<file path="config.mk">
export PLATFORM = sky130hd
export DESIGN_NAME = counter_modn_cascade
export DESIGN_NICKNAME = d
export VERILOG_FILES = /design/src/rtl/counter_pkg.sv /design/src/rtl/counter_digit.sv /design/src/rtl/counter_modn_cascade.sv
export SDC_FILE = /design/constraint.sdc
export NUM_CORES = 1
export LEC_CHECK = 0
export ABC_AREA = 0
export CAP_MARGIN = 5
export CORE_UTILIZATION = 46
export DETAILED_ROUTE_END_ITERATION = 8
export PLACE_DENSITY = 0.78
export SETUP_SLACK_MARGIN = 0.05
export SLEW_MARGIN = 25
export SYNTH_ARGS = -nofsm -noshare
export SYNTH_HDL_FRONTEND = slang
export SYNTH_HIERARCHICAL = 1
export SYNTH_SLANG_ARGS = --single-unit
</file>
<file path="constraint.sdc">
create_clock -name i_clk -period 2.3 [get_ports i_clk]
set_clock_uncertainty 0.1 [all_clocks]
set_input_delay 0.46 -clock i_clk [delete_from_list [all_inputs] [get_ports i_clk]]
set_output_delay 0.46 -clock i_clk [all_outputs]
set_load 0.01 [all_outputs]
</file>
<file path="src/rtl/counter_pkg.sv">
// Shared constants and helpers for the modulo-N cascade counter.
package counter_pkg;

  localparam int unsigned DefaultRadix  = 10;
  localparam int unsigned DefaultDigits = 2;

  localparam logic CNT_UP   = 1'b1;
  localparam logic CNT_DOWN = 1'b0;

  // Digit width that never collapses to zero bits, even for RADIX = 2.
  function automatic int unsigned clog2_min1(input int unsigned value);
    return (value <= 2) ? 1 : $clog2(value);
  endfunction

endpackage

</file>
<file path="src/rtl/counter_digit.sv">
// One modulo-RADIX up/down digit with clamped synchronous load and a
// direction-aware terminal-count flag.
module counter_digit
  import counter_pkg::*;
#(
  parameter  int unsigned RADIX = DefaultRadix,
  localparam int unsigned DW    = clog2_min1(RADIX)
) (
  input  logic          i_clk,
  input  logic          i_rst_n,
  input  logic          i_load,
  input  logic [DW-1:0] i_load_d,
  input  logic          i_step,
  input  logic          i_up,
  output logic [DW-1:0] o_q,
  output logic          o_tc
);

  localparam logic [DW-1:0] MaxVal = DW'(RADIX - 1);

  logic [DW-1:0] r_q;
  logic [DW-1:0] w_q_d;
  logic [DW-1:0] w_load_clamped;
  logic          w_is_max;
  logic          w_is_zero;

  assign w_is_max       = (r_q == MaxVal);
  assign w_is_zero      = (r_q == '0);
  assign w_load_clamped = (i_load_d > MaxVal) ? MaxVal : i_load_d;

  always_comb begin
    w_q_d = r_q;
    if (i_load) begin
      w_q_d = w_load_clamped;
    end else if (i_step) begin
      if (i_up == CNT_UP) begin
        w_q_d = w_is_max ? '0 : r_q + DW'(1);
      end else begin
        w_q_d = w_is_zero ? MaxVal : r_q - DW'(1);
      end
    end
  end

  always_ff @(posedge i_clk or negedge i_rst_n) begin
    if (!i_rst_n) begin
      r_q <= '0;
    end else begin
      r_q <= w_q_d;
    end
  end

  assign o_q  = r_q;
  assign o_tc = (i_up == CNT_UP) ? w_is_max : w_is_zero;

endmodule

</file>
<file path="src/rtl/counter_modn_cascade.sv">
// DIGITS-digit modulo-RADIX up/down counter with load, enable, a
// combinational cascade carry and a sticky full-wrap overflow flag.
module counter_modn_cascade
  import counter_pkg::*;
#(
  parameter  int unsigned RADIX  = DefaultRadix,
  parameter  int unsigned DIGITS = DefaultDigits,
  localparam int unsigned DW     = clog2_min1(RADIX)
) (
  input  logic                 i_clk,
  input  logic                 i_rst_n,
  input  logic                 i_en,
  input  logic                 i_up,
  input  logic                 i_load,
  input  logic [DIGITS*DW-1:0] i_load_val,
  output logic [DIGITS*DW-1:0] o_count,
  output logic                 o_carry,
  output logic                 o_overflow
);

  logic              w_active;
  logic [DIGITS-1:0] w_tc;
  logic [DIGITS-1:0] w_step;
  logic [DIGITS:0]   w_tc_prefix;
  logic              r_overflow;

  assign w_active       = i_en & ~i_load;
  assign w_tc_prefix[0] = 1'b1;

  // Each digit steps when all lower digits sit at their terminal value.
  for (genvar k = 0; k < DIGITS; k++) begin : g_digit
    assign w_tc_prefix[k+1] = w_tc_prefix[k] & w_tc[k];
    assign w_step[k]        = w_active & w_tc_prefix[k];

    counter_digit #(
      .RADIX (RADIX)
    ) u_digit (
      .i_clk    (i_clk),
      .i_rst_n  (i_rst_n),
      .i_load   (i_load),
      .i_load_d (i_load_val[k*DW +: DW]),
      .i_step   (w_step[k]),
      .i_up     (i_up),
      .o_q      (o_count[k*DW +: DW]),
      .o_tc     (w_tc[k])
    );
  end

  assign o_carry = w_active & w_tc_prefix[DIGITS];

  always_ff @(posedge i_clk or negedge i_rst_n) begin
    if (!i_rst_n) begin
      r_overflow <= 1'b0;
    end else if (i_load) begin
      r_overflow <= 1'b0;
    end else if (o_carry) begin
      r_overflow <= 1'b1;
    end
  end

  assign o_overflow = r_overflow;

endmodule

</file>
==> results.md <==
- Status: finished, violations left
- Failing checks: design-rule violations
- Layout fillers: 114
- Post-route ant nets: 0
- CTS buffer count: 3
- DR pass1 iterations: 6
- Core area: 0.001559 mm^2
- Post-synthesis register bit count: 9
- Largest stage delay, worst path: 0.37 ns
- Die width: 43.56 um
- Post-synth top area share: 28.35%
- H-tree depth: 1
- Vias in the first global route: 747
- Via count: 848
- Critical-path cell list: or3_4 -> a211oi_2 -> and3b_1 -> and2_1 -> buf_2
- Worst rel slew slack: 70.31%
- Die Y-Extent: 43.56 um
- Period minus WS final: 2.297 ns
- Post-synth EDFFs: 0
- Pwr per Cell Area: 485.7 mW/mm^2
- DRC: 8
- Port-buffer cells: 22
- Sw Share: 34.45%
- P_int: 0.0003585 W
- Async SR Flop Fraction: 100.0%
- CP max stage cell: dfrtp_1
- Primary FF master, synth: dfrtp_1
- Sequential power share: 33.9%
- CP Launch Type: flip-flop
- Placement-stage cell area: 0.001060 mm^2
- Synthesized area per cell: 8.636 um^2
- Arrival @ worst endpoint: 1.74 ns
- Nature of the critical path endpoint: output port
- DP Wirelength: 1558 um
- NumNets Final: 138
- Initial antenna violation count: 0
- Fin crit share: 99.88%
- Worst skew pair latency: 0.27 ns
- Die area: 0.001897 mm^2
- Most common cell after layout, fill and taps aside: clkdlybuf4s50_1
- Syn Nets: 105
- Min-Delay Path Class: input port to asynchronous set/reset pin
- Mapped Area: 794.5 um^2
- Final setup fails: 0
- R2r setup slk: 0.14 ns
- Final core utilization: 72.23%
- Worst path buffer plus inverter count: 1
- Initial drt markers: 42
- Synthesis Warnings: 6
- CTS sink count: 9
- IO Count: 23
- Least-Margin Pin Slew: 0.4439 ns
- Clk buf depth: 2
- Synth area leaders: dfrtp_1 (28%), o21ai_0 (5.0%), xnor2_1 (4.4%)
- Max_cap viols: 0
- CTS root buf: clkbuf_4
- Drt wl/cell: 15.74 um
- Number of diodes: 0
- Pin count of the biggest net entering global routing: 23
- Crit-path leading delay family: simple AND/OR/NAND/NOR gates
- Synth area leader: dfrtp_1
- RSZ-0062 raised after global routing: yes
- Crit path launch: g_digit[0].u_digit/o_q[3]
- Sequential fraction of the synthesis area: 28.35%
- Final hold viol count: 0
- Psw: 0.0001884 W
- GRT Total Usage: 24.43%
- Achievable clock frequency: 0.4353 GHz
- Most frequent cells in the layout: clkdlybuf4s50_1 (20), buf_4 (15), dfrtp_1 (9), inv_1 (8), o21ai_0 (8)
- Worst EP required: 1.74 ns
- Worst-path clk slew: 0.06 ns
- Syn-to-layout area delta: 41.73%
- Clock power share: 23.0%
- Share of cells above drive strength 1: 25.81%
- Grt ovf: 0
- Post-Route WL: 2204 um
- Max-slew violation count: 0
- GP Congestion: 0.8485
- CTS tree: done
- Via density: 6.057
- FP Rows: 14
- CP Max Fanout: 2
- Static leakage: 0.4481 nW
- Yosys cell types: 31
- Initial Util: 50.96%
- Comb pwr share: 43.0%
- First-pass GRT wire length: 3408 um
- Critical path class: flip-flop to output port
- Peak supply drop: 415.2 uV
- Syn Inst Count: 92
- Finished Cell Area: 0.001126 mm^2
- Worst r2r src: g_digit[0].u_digit/o_q[3]
through the flow:
| stage | setup WS (ns) | hold slack, ns | cells | total power [W] | setup TNS (ns) |
|---|---|---|---|---|---|
| finish | 0.002686 | 0.3999 | 140 | 0.0005469 | 0 |
| global route | -0.05262 | 0.4026 | 140 | 0.0005787 | -0.05262 |
| CTS | 0.008093 | 0.3993 | 138 | 0.0005421 | 0 |
| detailed placement | -0.6855 | 0.4035 | 132 | 0.0004073 | -1.630 |
| global placement | -0.5942 | 0.3984 | 132 | 0.0003999 | -1.161 |
| floorplan | 0.1169 | 0.06441 | 92 | 0.0003176 | 0 |
kinds of logic (layout without fill, tap and decap cells):
kind of cell | after synthesis | after routing | synth area share (%)
simple gates | 26 | 26 | 20.79
flops | 9 | 9 | 28.35
buf+inv | 18 | 50 | 11.97
xor+xnor | 6 | 6 | 8.503
compound gates | 33 | 33 | 30.39
sequential cells by signal, summed over array words and instances (netlist names):
signal	count
o_overflow	1
g_digit.u_digit/o_q	8
power by group through the flow:
| stage | logic (W) | registers [W] | clock network [W] |
|---|---|---|---|
| after floorplan | 0.000123 | 0.000195 | 0 |
| after global placement | 0.000214 | 0.000186 | 0 |
| after detailed placement | 0.000220 | 0.000187 | 0 |
| after CTS | 0.000226 | 0.000185 | 0.000131 |
| after global routing | 0.000253 | 0.000187 | 0.000138 |
| final | 0.000235 | 0.000186 | 0.000126 |
Yosys cell counts, types with 3 or more instances:
cell type / number
a31oi_1: 3
o211ai_1: 4
dfrtp_1: 9
o21ai_0: 8
nor2_1: 3
xnor2_1: 4
or3_1: 4
and2_1: 3
o21a_1: 4
inv_1: 8
nand3_1: 4
worst paths after layout:
| kind | end | depth (start not counted) |
|---|---|---|
| setup / recovery | o_carry | 5 |
| hold / removal | g_digit[1].u_digit/o_q[3] | 1 |
| setup reg to reg | g_digit[1].u_digit/o_q[1] | 8 |
| hold reg to reg | o_overflow | 2 |
| max in group asynchronous | g_digit[0].u_digit/o_q[2] | 1 |
| min in group i_clk | o_overflow | 2 |
routing by layer:
metal	up-vias	track usage, %	share of wire (%)
met5	-	0	0
met4	0	5.625	0.54
met3	2	5.417	7.4
met2	44	38.51	48
met1	402	34.21	44
li1	400	-	-
layout make-up:
type	count	area, um^2	share of cell area, %
Timing Repair Buffer	38	334.1	29.67
Sequential cell	9	225.2	20.00
Clock inverter	1	5.005	0.4444
Inverter	8	30.03	2.667
Tap cell	16	20.02	1.778
Clock buffer	3	22.52	2.000
Multi-Input combinational cell	65	489.2	43.44
timing repair:
item,in CTS,in global routing
hold buffers,0,0
setup endpoints to repair,4,1
resized for setup,11,1
pin swaps,4,3
setup buffers,2,2
Power figures use the tool's default switching activity.
